`src/rtl/uob_output_arbiter.sv`:
```
// uob_output_arbiter: round-robin drain of N_UNITS unit output buffers onto
// one result bus. Grants a unit with a single-cycle rd_en, checks the header
// word of the fixed-length burst that follows, then forwards the data words
// with pkt_start/pkt_end framing and the source unit id.
module uob_output_arbiter #(
  parameter int N_UNITS     = 4,
  parameter int UNIT_ID_MSB = (N_UNITS > 1) ? $clog2(N_UNITS) - 1 : 0,
  parameter int OUT_WIDTH   = 8,
  parameter int OUT_N_WORDS = 40
) (
  input  logic                           clk,
  input  logic                           rst_n,
  input  logic [N_UNITS-1:0]             unit_empty,
  input  logic [N_UNITS*OUT_WIDTH-1:0]   unit_dout,
  output logic [N_UNITS-1:0]             unit_rd_en,
  input  logic                           dst_ready,
  output logic [OUT_WIDTH-1:0]           dout,
  output logic                           dout_valid,
  output logic                           pkt_start,
  output logic                           pkt_end,
  output logic [UNIT_ID_MSB:0]           unit_id,
  output logic                           busy,
  output logic                           hdr_err
);

  localparam int ID_W  = UNIT_ID_MSB + 1;
  localparam int CNT_W = $clog2(OUT_N_WORDS + 1);

  typedef enum logic [2:0] {
    IDLE,
    GRANT,
    HDR,
    XFER,
    GAP
  } state_t;

  state_t              state;
  state_t              state_nxt;
  logic [ID_W-1:0]     rr_ptr;
  logic [ID_W-1:0]     pick_id;
  logic [ID_W-1:0]     cand_id;
  logic                pick_found;
  logic [CNT_W-1:0]    cnt;
  logic                drop;
  logic                last_word;
  logic [OUT_WIDTH-1:0] cur_word;

  assign last_word = (cnt == CNT_W'(OUT_N_WORDS - 1));
  assign busy      = (state != IDLE);

  // Round-robin pick: first non-empty unit at or after rr_ptr, cyclically.
  always_comb begin
    pick_found = 1'b0;
    pick_id    = '0;
    cand_id    = '0;
    for (int unsigned i = 0; i < N_UNITS; i++) begin
      cand_id = ID_W'((32'(rr_ptr) + i) % N_UNITS);
      if (!pick_found && !unit_empty[cand_id]) begin
        pick_found = 1'b1;
        pick_id    = cand_id;
      end
    end
  end

  // Select the granted unit's output word.
  always_comb begin
    cur_word = '0;
    for (int unsigned i = 0; i < N_UNITS; i++) begin
      if (32'(unit_id) == i) begin
        cur_word = unit_dout[i*OUT_WIDTH +: OUT_WIDTH];
      end
    end
  end

  // State register.
  always_ff @(posedge clk or negedge rst_n) begin
    if (!rst_n) begin
      state <= IDLE;
    end else begin
      state <= state_nxt;
    end
  end

  // Next-state logic and the one-hot read strobe during GRANT.
  always_comb begin
    state_nxt  = state;
    unit_rd_en = '0;
    case (state)
      IDLE:    if (dst_ready && pick_found) state_nxt = GRANT;
      GRANT: begin
        unit_rd_en[unit_id] = 1'b1;
        state_nxt           = HDR;
      end
      HDR:     state_nxt = XFER;
      XFER:    if (last_word) state_nxt = GAP;
      GAP:     state_nxt = IDLE;
      default: state_nxt = IDLE;
    endcase
  end

  // Datapath: grant latch, RR pointer, header check, word forwarding.
  always_ff @(posedge clk or negedge rst_n) begin
    if (!rst_n) begin
      rr_ptr     <= '0;
      unit_id    <= '0;
      cnt        <= '0;
      drop       <= 1'b0;
      dout       <= '0;
      dout_valid <= 1'b0;
      pkt_start  <= 1'b0;
      pkt_end    <= 1'b0;
      hdr_err    <= 1'b0;
    end else begin
      dout_valid <= 1'b0;
      pkt_start  <= 1'b0;
      pkt_end    <= 1'b0;
      case (state)
        IDLE: begin
          if (dst_ready && pick_found) unit_id <= pick_id;
        end
        GRANT: begin
          rr_ptr <= (32'(unit_id) == N_UNITS - 1) ? '0 : unit_id + 1'b1;
        end
        HDR: begin
          cnt  <= '0;
          drop <= (cur_word != '1);
          if (cur_word != '1) hdr_err <= 1'b1;
        end
        XFER: begin
          dout       <= cur_word;
          dout_valid <= ~drop;
          pkt_start  <= ~drop & (cnt == '0);
          pkt_end    <= ~drop & last_word;
          cnt        <= cnt + 1'b1;
        end
        default: ;
      endcase
    end
  end

endmodule

```
`config.mk`:
```
export PLATFORM = sky130hd
export DESIGN_NAME = uob_output_arbiter
export DESIGN_NICKNAME = d
export VERILOG_FILES = /design/src/rtl/uob_output_arbiter.sv
export SDC_FILE = /design/constraint.sdc
export NUM_CORES = 1
export LEC_CHECK = 0
export BUFFER_PORTS_ARGS = -buffer_cell sky130_fd_sc_hd__buf_2
export CORE_UTILIZATION = 40
export DETAILED_ROUTE_END_ITERATION = 8
export PLACE_DENSITY = 0.77
export SETUP_SLACK_MARGIN = 0.4
export SLEW_MARGIN = 20
export SYNTH_ARGS = -nofsm -noshare
export SYNTH_HDL_FRONTEND = slang
export SYNTH_SLANG_ARGS = --single-unit
```
`constraint.sdc`:
```
create_clock -name clk -period 2.05 [get_ports clk]
set_input_delay 0.41 -clock clk [delete_from_list [all_inputs] [get_ports clk]]
set_output_delay 0.41 -clock clk [all_outputs]
set_load 0.05 [all_outputs]
```
==> results of run 1 <==
-- state kept, by name (all words and copies together), names as in the netlist, 2 cells and up --
| name | flops |
|---|---|
| dout | 8 |
| cnt | 6 |
| state | 3 |
| rr_ptr | 2 |
| unit_id | 2 |
-- cells by family after synthesis --
kind of cell / after synthesis / synth area share, %
multiplexers: 2 / 1.52
AND/OR/NAND/NOR: 50 / 17.0
AO/OA/AOI/OAI: 50 / 24.8
adder cells (fa/ha/maj): 6 / 5.36
flip-flops: 26 / 46.4
buffers and inverters: 16 / 4.91
-- worst max-delay path, cell delays in order (launching register included) --
cell,delay (ns)
sky130_fd_sc_hd__dfrtp_4,0.55
sky130_fd_sc_hd__buf_12,0.14
sky130_fd_sc_hd__ha_4,0.16
sky130_fd_sc_hd__or2_4,0.29
sky130_fd_sc_hd__a221o_1,0.32
sky130_fd_sc_hd__o221ai_2,0.10
sky130_fd_sc_hd__nor4_2,0.06
sky130_fd_sc_hd__a211o_1,0.30
sky130_fd_sc_hd__nand2b_1,0.07
-- routing by layer --
metal	routed length, um	global-route usage, %	up-vias
met5	0	0	-
met1	1690	28.8	718
li1	-	-	706
met4	184	6.49	0
met3	235	4.83	23
met2	2330	33.9	64
-- metrics by stage --
step / hold slack, ns / TNS [ns]
after CTS: 0.0602 / 0
after floorplan: 0.114 / 0
after detailed placement: 0.446 / 0
after global placement: 0.437 / 0
final: 0.0499 / 0
after global routing: 0.0844 / -0.142
-- final timing paths --
| check | slack (ns) | startpoint | end | depth (start not counted) |
|---|---|---|---|---|
| min | 0.05 | rst_n | cnt[5] | 1 |
| max reg2reg | 0.0005 | unit_id[1] | hdr_err | 8 |
| max in group asynchronous | 1.56 | rst_n | unit_id[1] | 1 |
| max | 0.0005 | unit_id[1] | hdr_err | 8 |
| min reg2reg | 0.48 | drop | pkt_end | 1 |
| min in group clk | 0.34 | dst_ready | state[0] | 3 |
-- cell type report --
type                       count  area, um2
clock buffer                   3       22.5
inverter                       9       41.3
timing repair buffer          78        548
sequential                    26        659
clock inverter                 1       30.0
fill                         268       1140
multi-input combinational    108        838
tap                           46       57.6
-- power by group through the flow --
| stage | clock network [mW] | logic (mW) | registers (mW) |
|---|---|---|---|
| 2_1_floorplan | 0 | 0.379 | 0.919 |
| 3_3_place_gp | 0 | 0.783 | 0.711 |
| 3_5_place_dp | 0 | 0.793 | 0.715 |
| 4_1_cts | 0.368 | 0.897 | 0.703 |
| 5_1_grt | 0.386 | 1.12 | 0.720 |
| 6_report | 0.360 | 1.05 | 0.705 |
-- what timing repair did --
action / 4_1_cts / 5_1_grt
pin swaps: 6 / 13
setup endpoints to repair: 7 / 17
resized for setup: 26 / 29
setup buffers: 10 / 6
-- synthesized netlist by cell type, types with 2 or more instances --
master / count / area [um2]
sky130_fd_sc_hd__a21o_1: 3 / 22.5
sky130_fd_sc_hd__a21oi_1: 4 / 20.0
sky130_fd_sc_hd__a221o_1: 7 / 70.1
sky130_fd_sc_hd__and3_1: 2 / 12.5
sky130_fd_sc_hd__clkbuf_1: 5 / 18.8
sky130_fd_sc_hd__dfrtp_1: 26 / 651
sky130_fd_sc_hd__ha_1: 6 / 75.1
sky130_fd_sc_hd__inv_1: 8 / 30.0
sky130_fd_sc_hd__nand2_1: 20 / 75.1
sky130_fd_sc_hd__nand2b_1: 3 / 18.8
sky130_fd_sc_hd__nand3_1: 4 / 20.0
sky130_fd_sc_hd__nand4_1: 3 / 18.8
sky130_fd_sc_hd__nor2_1: 8 / 30.0
sky130_fd_sc_hd__nor3_1: 3 / 15.0
sky130_fd_sc_hd__nor4_1: 2 / 12.5
sky130_fd_sc_hd__o21ai_0: 16 / 80.1
sky130_fd_sc_hd__o21ai_1: 6 / 30.0
sky130_fd_sc_hd__o221ai_1: 7 / 61.3
sky130_fd_sc_hd__or2_1: 2 / 12.5
==> reports/metrics.yaml, run 1 <==
place:
  dp.final_hpwl_um: 2580
  count_of_port_buffers_added_during_placement: 57
  number_of_placed_instances_with_taps_included: 251
  dpl-instance-area_mm2: 0.00182
  pre_cts_ws_ns: 0.0339
  gp_routability_congestion: 0.814
power:
  internal_power_mw: 1.24
  total_power_mw: 2.12
  leakage_nw: 1.00
  power.share.switching_pct: 41.6
  p_comb_share_pct: 49.7
  p_clk_share_pct: 17.0
  seqPwrFrac_pct: 33.3
  pwr_density_cell_mw_per_mm2: 964
  switchingPower_mw: 0.882
  max-vdd-ir-drop_mv: 0.709
floorplan:
  die_x_um: 61.2
  core_mm2: 0.00334
  dieArea_mm2: 0.00374
  die_height_um: 61.2
  placementRows: 21
  start_util_pct: 42.0
  io_pins: 58
global_route:
  grt_first_pass_wirelength_um: 5770
  globalRouteOverflowTotal: 0
  grt_use_total_pct: 21.2
  first_global_vias: 1252
  grt_max_degree: 27
  number_of_antenna_violations_at_the_first_check_in_global_routing: 0
worst_setup_path:
  kind_of_critical_path: "register to register"
  cp-end-kind: "register"
  arrival_ns: 2.33
  cp_data_required_time_ns: 2.33
  worstPathMaxFanout: 7
  cp-start-kind: "register"
logic_synthesis:
  synth_sequential_area_ratio_pct: 46.4
  synth-edff-count: 0
  synth.cell_area_mm2: 0.00140
  postSynthCellCount: 150
  synthArstFlopShare_pct: 100
  postSynthAreaPerCell_um2: 9.34
  seq_cells_post_synth: 26
  flip_flop_cell_with_the_highest_count_after_synthesis: "sky130_fd_sc_hd__dfrtp_1"
  synthesis.nets: 195
  synth_warnings: 0
  yosys.cell_types.count: 34
detailed_routing:
  routed_wire_length_per_instance_um: 16.4
  drt_iter0_drc: 90
  post-route-drc-count: 0
  drtPass1Iterations: 4
  ant_nets: 0
  routed_wirelength_um: 4450
  route.detailed.vias_per_inst: 5.58
  vias: 1511
timing:
  finalCritPeriodShare_pct: 100
  unrepaired_setup_endpoints_after_global_routing: "yes"
  setup-violations-final: 0
  worstMarginPinSlew_ns: 0.589
  finClkSkew_ns: 0.00445
  maxClockFrequency_ghz: 0.488
  final-max-slew-violation-count: 0
  timing.slew.headroom_pct: 60.8
  min_period_ns: 2.05
  hold_violation_count_in_the_final_report: 0
  final_critical_path_setup_slack_ns: 0.000520
clock_tree:
  htree_levels: 1
  postCtsHoldBufs: 0
  cts_num_sinks: 26
  max-clock-path-buffers: 2
  tritoncts_clock_tree: "built"
  clk_latency_ns: 0.33
  numCtsBuffers: 3
  clk_pin_slew_worst_paths_ns: 0.15
  clock_tree.root_cell: "sky130_fd_sc_hd__clkbuf_4"
final_layout:
  layout.nets: 271
  final_cell_area_mm2: 0.00220
  insertedDiodeCount: 0
  finish.cell_count_without_fillers: 271
  most-common-layout-cells: "sky130_fd_sc_hd__buf_2, sky130_fd_sc_hd__dfrtp_1, sky130_fd_sc_hd__nand2_1"
  final_util_pct: 65.8
  synthesis_to_finish_area_growth_pct: 56.8
  final_common_cell: "sky130_fd_sc_hd__buf_2"
  proportion_of_layout_cells_with_a_drive_suffix_above_1_pct: 51.1
run:
  timing.max_cap.violations: 0
hold_path:
  worst_hold_path_type: "input pin to async pin"
run_status:
  run_status: "finished clean"
(Power assumes the default switching activity.)
==> run 2: changes to the inputs <==
--- a/config.mk
+++ b/config.mk
@@ -5,10 +5,11 @@
 export SDC_FILE = /design/constraint.sdc
 export NUM_CORES = 1
 export LEC_CHECK = 0
-export BUFFER_PORTS_ARGS = -buffer_cell sky130_fd_sc_hd__buf_2
 export CORE_UTILIZATION = 40
 export DETAILED_ROUTE_END_ITERATION = 8
-export PLACE_DENSITY = 0.77
+export DONT_BUFFER_PORTS = 1
+export PLACE_DENSITY = 0.63
+export REMOVE_ABC_BUFFERS = 1
 export SETUP_SLACK_MARGIN = 0.4
 export SLEW_MARGIN = 20
 export SYNTH_ARGS = -nofsm -noshare
==> run 2 against run 1 <==
Die area unchanged. Sequential cell count is the same. Sequential share of layout area rose by 5.5 points. Sequential power is 30% higher. Routed wire length fell by 18%. Count of clock-buffer cells in the layout did not move. Via count shrank 16%. Combinational power down 34%. Critical path depth is 3 lower. Critical path type is now register to output pin. Critical endpoint is now unit_rd_en[1].
==> reports/metrics.yaml, run 2 (synthesis gave the netlist of run 1 again) <==
timing:
  setup-violations-final: 0  # unchanged
  worstMarginPinSlew_ns: 0.501  # was 0.589 ns
  final-max-slew-violation-count: 0  # unchanged
  timing.setup.tns_ns: 0  # unchanged
  unrepaired_setup_endpoints_after_global_routing: "yes"  # unchanged
  hold_violation_count_in_the_final_report: 0  # unchanged
  timing.slew.headroom_pct: 66.6  # was 60.8%
  maxClockFrequency_ghz: 0.521  # was 0.488 GHz
  finClkSkew_ns: 0.00242  # was 0.00445 ns
  fin_hold_ws_ns: 0.233  # was 0.0499 ns
  min_period_ns: 1.92  # was 2.05 ns
  finalCritPeriodShare_pct: 93.6  # was 100%
hold_path:
  worst_hold_startpoint: "dst_ready"
  worstHoldEndpoint: "state[0]"
  worst_hold_path_type: "input pin to register"  # was input pin to async pin
  min_path_cells: 2
run_status:
  run_status: "finished clean"  # unchanged
final_layout:
  largest_register: "dout"  # unchanged
  synthesis_to_finish_area_growth_pct: 31.4  # was 56.8%
  proportion_of_layout_cells_with_a_drive_suffix_above_1_pct: 32.5  # was 51.1%
  most-common-layout-cells: "sky130_fd_sc_hd__dfrtp_1, sky130_fd_sc_hd__nand2_1, sky130_fd_sc_hd__o21ai_0"  # was sky130_fd_sc_hd__buf_2, sky130_fd_sc_hd__dfrtp_1, sky130_fd_sc_hd__nand2_1
  multi_input_gate_area_um2: 817  # was 838 um2
  area.sequential_um2: 654  # was 659 um2
  reg.largest.list: "dout (8), cnt (6), state (3)"  # unchanged
  final_common_cell: "sky130_fd_sc_hd__dfrtp_1"  # was sky130_fd_sc_hd__buf_2
  layout.nets: 215  # was 271
  final_util_pct: 55.2  # was 65.8%
  final_cell_area_mm2: 0.00184  # was 0.00220 mm2
  largest_reg_flops: 8  # unchanged
  insertedDiodeCount: 0  # unchanged
  nFillCells: 313  # was 268
detailed_routing:
  drt_iter0_drc: 56  # was 90
  routed_wirelength_um: 3630  # was 4450 um
  ant_nets: 0  # unchanged
  routed_wire_length_per_instance_um: 16.9  # was 16.4 um
  vias: 1273  # was 1511
  route.detailed.vias_per_inst: 5.92  # was 5.58
  post-route-drc-count: 0  # unchanged
  drtPass1Iterations: 4  # unchanged
clock_tree:
  max-clock-path-buffers: 2  # unchanged
  numCtsBuffers: 3  # unchanged
  clk_pin_slew_worst_paths_ns: 0.15  # about the same
  cts_num_sinks: 26  # unchanged
  htree_levels: 1  # unchanged
  tritoncts_clock_tree: "built"  # unchanged
  clock_tree.root_cell: "sky130_fd_sc_hd__clkbuf_4"  # unchanged
  clk_latency_ns: 0.32  # was 0.33 ns
worst_setup_path:
  regToRegStartpoint: "unit_id[0]"  # was unit_id[1]
  reg2reg_to: "hdr_err"  # unchanged
  cp-start-kind: "register"  # unchanged
  cp_data_required_time_ns: 1.64  # was 2.33 ns
  kind_of_critical_path: "register to output pin"  # was register to register
  r2r_slack_ns: 0.14  # was 0.0005 ns
  reg2regPathDepth: 9  # was 8
  worstPathMaxFanout: 6  # was 7
  arrival_ns: 1.51  # was 2.33 ns
  cp-end-kind: "output pin"  # was register
run:
  timing.max_cap.violations: 0  # unchanged
floorplan:
  dieArea_mm2: 0.00374  # unchanged
  die_height_um: 61.2  # unchanged
  io_pins: 58  # unchanged
  core_mm2: 0.00334  # unchanged
  placementRows: 21  # unchanged
  die_x_um: 61.2  # unchanged
  start_util_pct: 42.0  # unchanged
global_route:
  grt_max_degree: 27  # unchanged
  first_global_vias: 1221  # was 1252
  grt_use_total_pct: 20.9  # was 21.2%
  globalRouteOverflowTotal: 0  # unchanged
  number_of_antenna_violations_at_the_first_check_in_global_routing: 0  # unchanged
  grt_first_pass_wirelength_um: 5780  # was 5770 um
power:
  max-vdd-ir-drop_mv: 0.612  # was 0.709 mV
  leakage_nw: 0.764  # was 1.00 nW
  total_power_mw: 1.96  # was 2.12 mW
  pwr_density_cell_mw_per_mm2: 1060  # was 964 mW/mm2
place:
  gp_routability_congestion: 0.834  # was 0.814
  dpl-instance-area_mm2: 0.00150  # was 0.00182 mm2
  count_of_port_buffers_added_during_placement: 0  # was 57
  dp.final_hpwl_um: 2480  # was 2580 um
-- run 2: cell count changes in the layout (fill, tap and decap cells not counted), sizes merged --
cell,change
dlygate4sd3,+1
buf,-57
-- run 2: worst max-delay path by stage --
stage	cells past startpoint	end	start	slack [ns]
finish	5	unit_rd_en[1]	unit_id[1]	0.13
global route	9	hdr_err	unit_id[0]	0.05
CTS	4	unit_rd_en[3]	unit_id[1]	0.17
detailed placement	8	hdr_err	unit_id[0]	0.04
global placement	8	hdr_err	unit_id[0]	0.14
floorplan	8	hdr_err	unit_id[1]	-0.26
-- run 2: where the power goes --
| part | switching [mW] | internal, mW | total, mW |
|---|---|---|---|
| clock | 0.159 | 0.198 | 0.357 |
| combinational | 0.352 | 0.337 | 0.689 |
| sequential | 0.304 | 0.610 | 0.913 |
-- run 2: cell type report --
cell class / instances / share of cell area, %
Multi-Input combinational cell: 108 / 44.4
Tap cell: 46 / 3.12
Clock buffer: 3 / 1.22
Sequential cell: 26 / 35.5
Inverter: 9 / 2.24
Clock inverter: 1 / 1.63
Timing Repair Buffer: 22 / 11.9
-- run 2: per-stage QoR --
| stage | instances | setup slack (ns) |
|---|---|---|
| 6_report | 215 | 0.131 |
| 3_3_place_gp | 198 | 0.141 |
| 4_1_cts | 213 | 0.167 |
| 5_1_grt | 215 | 0.0464 |
| 2_1_floorplan | 143 | -0.256 |
| 3_5_place_dp | 198 | 0.0393 |
-- run 2: repair_timing --
item | 4_1_cts | 5_1_grt
pin swaps | 9 | 3
endpoints found under the hold margin | 26 | 0
setup endpoints to repair | 13 | 12
hold buffers | 2 | 0
resized for setup | 31 | 11
buffers inserted | 9 | 2
-- run 2: worst max-delay path: stages (launching register included) --
cell and delay (ns):
sky130_fd_sc_hd__dfrtp_2 0.49, sky130_fd_sc_hd__inv_4 0.10, sky130_fd_sc_hd__ha_4 0.16, sky130_fd_sc_hd__buf_6 0.12, sky130_fd_sc_hd__and3_4 0.19, sky130_fd_sc_hd__buf_12 0.13
-- run 2: routing by layer --
layer / up-vias / track usage (%) / share of wire, %
met4: 0 / 5.52 / 1.8
met3: 8 / 5.25 / 5.9
met1: 626 / 25.4 / 42
li1: 598 / - / -
met5: - / 0 / 0
met2: 41 / 36.8 / 50
==> run 3: changes to the inputs <==
--- a/config.mk
+++ b/config.mk
@@ -5,10 +5,10 @@
 export SDC_FILE = /design/constraint.sdc
 export NUM_CORES = 1
 export LEC_CHECK = 0
-export CORE_UTILIZATION = 40
+export CORE_UTILIZATION = 35
 export DETAILED_ROUTE_END_ITERATION = 8
 export DONT_BUFFER_PORTS = 1
-export PLACE_DENSITY = 0.63
+export PLACE_DENSITY = 0.58
 export REMOVE_ABC_BUFFERS = 1
 export SETUP_SLACK_MARGIN = 0.4
 export SLEW_MARGIN = 20
==> run 3 against run 2 <==
Total power increased by 1.4%. Clock skew about the same. Count of clock-buffer cells in the layout unchanged. First-iteration DRC count decreased by 39%. Critical endpoint is now hdr_err. Worst setup slack improved by 0.026 ns. Worst hold slack improved by 0.057 ns. Clock power increased by 17%. Cell count increased by 2.3%. Register-to-register slack improved by 0.02 ns. Highest routed layer unchanged. Routed wire length decreased by 3.1%. Die area increased by 14%. Via count decreased by 3.1%.
==> reports/metrics.yaml, run 3 (synthesis gave the netlist of run 1 again) <==
worst_setup_path:
  crit_path_cell_trace: "inv_4 > ha_4 > nor2b_4 > buf_6 > a221o_1 > o221ai_2 > nor4_2 > a211o_1 > nand2b_1"  # was inv_4 > ha_4 > buf_6 > and3_4 > buf_12
  reg2regPathDepth: 9  # unchanged
  worstPathMaxFanout: 7  # was 6
  slowest_cell_on_the_critical_path: "sky130_fd_sc_hd__dfrtp_2"  # unchanged
  arrival_ns: 2.06  # was 1.51 ns
  cp-start-kind: "register"  # unchanged
  cpLargestDelayFamily: "simple AND/OR/NAND/NOR gates"  # was flip-flops
  cp-end-kind: "register"  # was output pin
  kind_of_critical_path: "register to register"  # was register to output pin
  max_stage_delay_ns: 0.48  # was 0.49 ns
  regToRegStartpoint: "unit_id[1]"  # was unit_id[0]
  cp.buffers_inverters: 2  # was 3
  cp_data_required_time_ns: 2.21  # was 1.64 ns
  reg2reg_to: "hdr_err"  # unchanged
  r2r_slack_ns: 0.16  # was 0.14 ns
clock_tree:
  clk_pin_slew_worst_paths_ns: 0.09  # was 0.15 ns
  numCtsBuffers: 3  # unchanged
  max-clock-path-buffers: 2  # unchanged
  cts_num_sinks: 26  # unchanged
  tritoncts_clock_tree: "built"  # unchanged
  clock_tree.root_cell: "sky130_fd_sc_hd__clkbuf_8"  # was sky130_fd_sc_hd__clkbuf_4
  htree_levels: 1  # unchanged
  clk_latency_ns: 0.27  # was 0.32 ns
detailed_routing:
  routed_wire_length_per_instance_um: 16.0  # was 16.9 um
  drtPass1Iterations: 4  # unchanged
  ant_nets: 0  # unchanged
  route.detailed.vias_per_inst: 5.61  # was 5.92
  drt_iter0_drc: 34  # was 56
  post-route-drc-count: 0  # unchanged
  vias: 1234  # was 1273
  routed_wirelength_um: 3520  # was 3630 um
floorplan:
  die_height_um: 65.3  # was 61.2 um
  start_util_pct: 37.4  # was 42.0%
  core_mm2: 0.00374  # was 0.00334 mm2
  dieArea_mm2: 0.00426  # was 0.00374 mm2
  placementRows: 22  # was 21
  io_pins: 58  # unchanged
  die_x_um: 65.3  # was 61.2 um
timing:
  min_period_ns: 1.89  # was 1.92 ns
  worstMarginPinSlew_ns: 0.490  # was 0.501 ns
  final_critical_path_setup_slack_ns: 0.157  # was 0.131 ns
  finClkSkew_ns: 0.00275  # was 0.00242 ns
  final-max-slew-violation-count: 0  # unchanged
  setup-violations-final: 0  # unchanged
  timing.setup.tns_ns: 0  # unchanged
  hold_violation_count_in_the_final_report: 0  # unchanged
  maxClockFrequency_ghz: 0.528  # was 0.521 GHz
  unrepaired_setup_endpoints_after_global_routing: "yes"  # unchanged
  timing.slew.headroom_pct: 67.4  # was 66.6%
  finalCritPeriodShare_pct: 92.3  # was 93.6%
final_layout:
  largest_reg_flops: 8  # unchanged
  final_common_cell: "sky130_fd_sc_hd__dfrtp_1"  # unchanged
  synthesis_to_finish_area_growth_pct: 37.9  # was 31.4%
  layout.nets: 218  # was 215
  largest_register: "dout"  # unchanged
  nFillCells: 347  # was 313
  most-common-layout-cells: "sky130_fd_sc_hd__dfrtp_1, sky130_fd_sc_hd__nand2_1, sky130_fd_sc_hd__buf_4"  # was sky130_fd_sc_hd__dfrtp_1, sky130_fd_sc_hd__nand2_1, sky130_fd_sc_hd__o21ai_0
  reg.largest.list: "dout (8), cnt (6), state (3)"  # unchanged
  proportion_of_layout_cells_with_a_drive_suffix_above_1_pct: 35.5  # was 32.5%
  insertedDiodeCount: 0  # unchanged
power:
  max-vdd-ir-drop_mv: 0.526  # was 0.612 mV
  pwr_density_cell_mw_per_mm2: 1030  # was 1060 mW/mm2
  leakage_nw: 0.804  # was 0.764 nW
hold_path:
  worst_hold_startpoint: "dst_ready"  # unchanged
  worst_hold_path_type: "input pin to register"  # unchanged
  worstHoldEndpoint: "state[0]"  # unchanged
  min_path_cells: 2  # unchanged
global_route:
  grt_max_degree: 27  # unchanged
  first_global_vias: 1188  # was 1221
  grt_use_total_pct: 16.8  # was 20.9%
  globalRouteOverflowTotal: 0  # unchanged
  number_of_antenna_violations_at_the_first_check_in_global_routing: 0  # unchanged
  grt_first_pass_wirelength_um: 5530  # was 5780 um
place:
  gp_routability_congestion: 0.831  # was 0.834
  count_of_port_buffers_added_during_placement: 0  # unchanged
  pre_cts_ws_ns: 0.110  # was 0.0393 ns
  dp.final_hpwl_um: 2520  # was 2480 um
run:
  timing.max_cap.violations: 0  # unchanged
run_status:
  run_status: "finished clean"  # unchanged
run 3: metrics by stage:
| step | hold WS (ns) | util [%] | total power, mW | instances | cell area, um2 |
|---|---|---|---|---|---|
| 3_5_place_dp | 0.116 | 40.4 | 1.37 | 201 | 1510 |
| 2_1_floorplan | 0.114 | - | 1.23 | 143 | 1370 |
| 5_1_grt | 0.288 | 51.6 | 2.10 | 220 | 1930 |
| 6_report | 0.290 | 51.6 | 1.99 | 220 | 1930 |
| 4_1_cts | 0.287 | 45.6 | 1.87 | 209 | 1710 |
| 3_3_place_gp | 0.116 | 40.4 | 1.35 | 201 | 1510 |
run 3: report_power, final:
group | switching, mW | total [mW] | leakage (nW) | internal, mW
registers | 0.297 | 0.907 | 0.319 | 0.610
clock network | 0.156 | 0.418 | 0.0357 | 0.261
logic | 0.352 | 0.663 | 0.449 | 0.311
total | 0.805 | 1.99 | 0.804 | 1.18
run 3: what timing repair did:
| item | in CTS | in global routing |
|---|---|---|
| setup buffers | 2 | 10 |
| pin swaps | 5 | 10 |
| setup endpoints to repair | 11 | 15 |
| endpoints found under the hold margin | 26 | 0 |
| resized for setup | 21 | 32 |
| hold buffers | 2 | 0 |
| cloned | 0 | 1 |
run 3: per-layer routing:
layer  GRT usage [%]  part of all wire, %  vias up
met5               0                    0        -
met4            4.89                  1.6        0
met3            6.77                  7.6        8
met2            25.1                   49       42
met1            22.3                   41      583
li1                -                    -      601
run 3: how the worst max path moves through the flow:
stage / start / to / slack [ns] / cells after the start
detailed placement: unit_id[0] / hdr_err / 0.11 / 8
global route: unit_id[0] / hdr_err / 0.08 / 8
CTS: unit_id[0] / hdr_err / 0.17 / 9
global placement: unit_id[0] / hdr_err / 0.18 / 8
floorplan: unit_id[1] / hdr_err / -0.26 / 8
finish: unit_id[1] / hdr_err / 0.16 / 9
run 3: cell type report:
cell class / count / area [um2] / area share, %
Inverter: 9 / 51.3 / 2.65
Timing Repair Buffer: 25 / 248 / 12.8
Multi-Input combinational cell: 108 / 848 / 43.9
Clock inverter: 1 / 30.0 / 1.55
Sequential cell: 26 / 654 / 33.9
Tap cell: 48 / 60.1 / 3.11
Clock buffer: 3 / 41.3 / 2.14
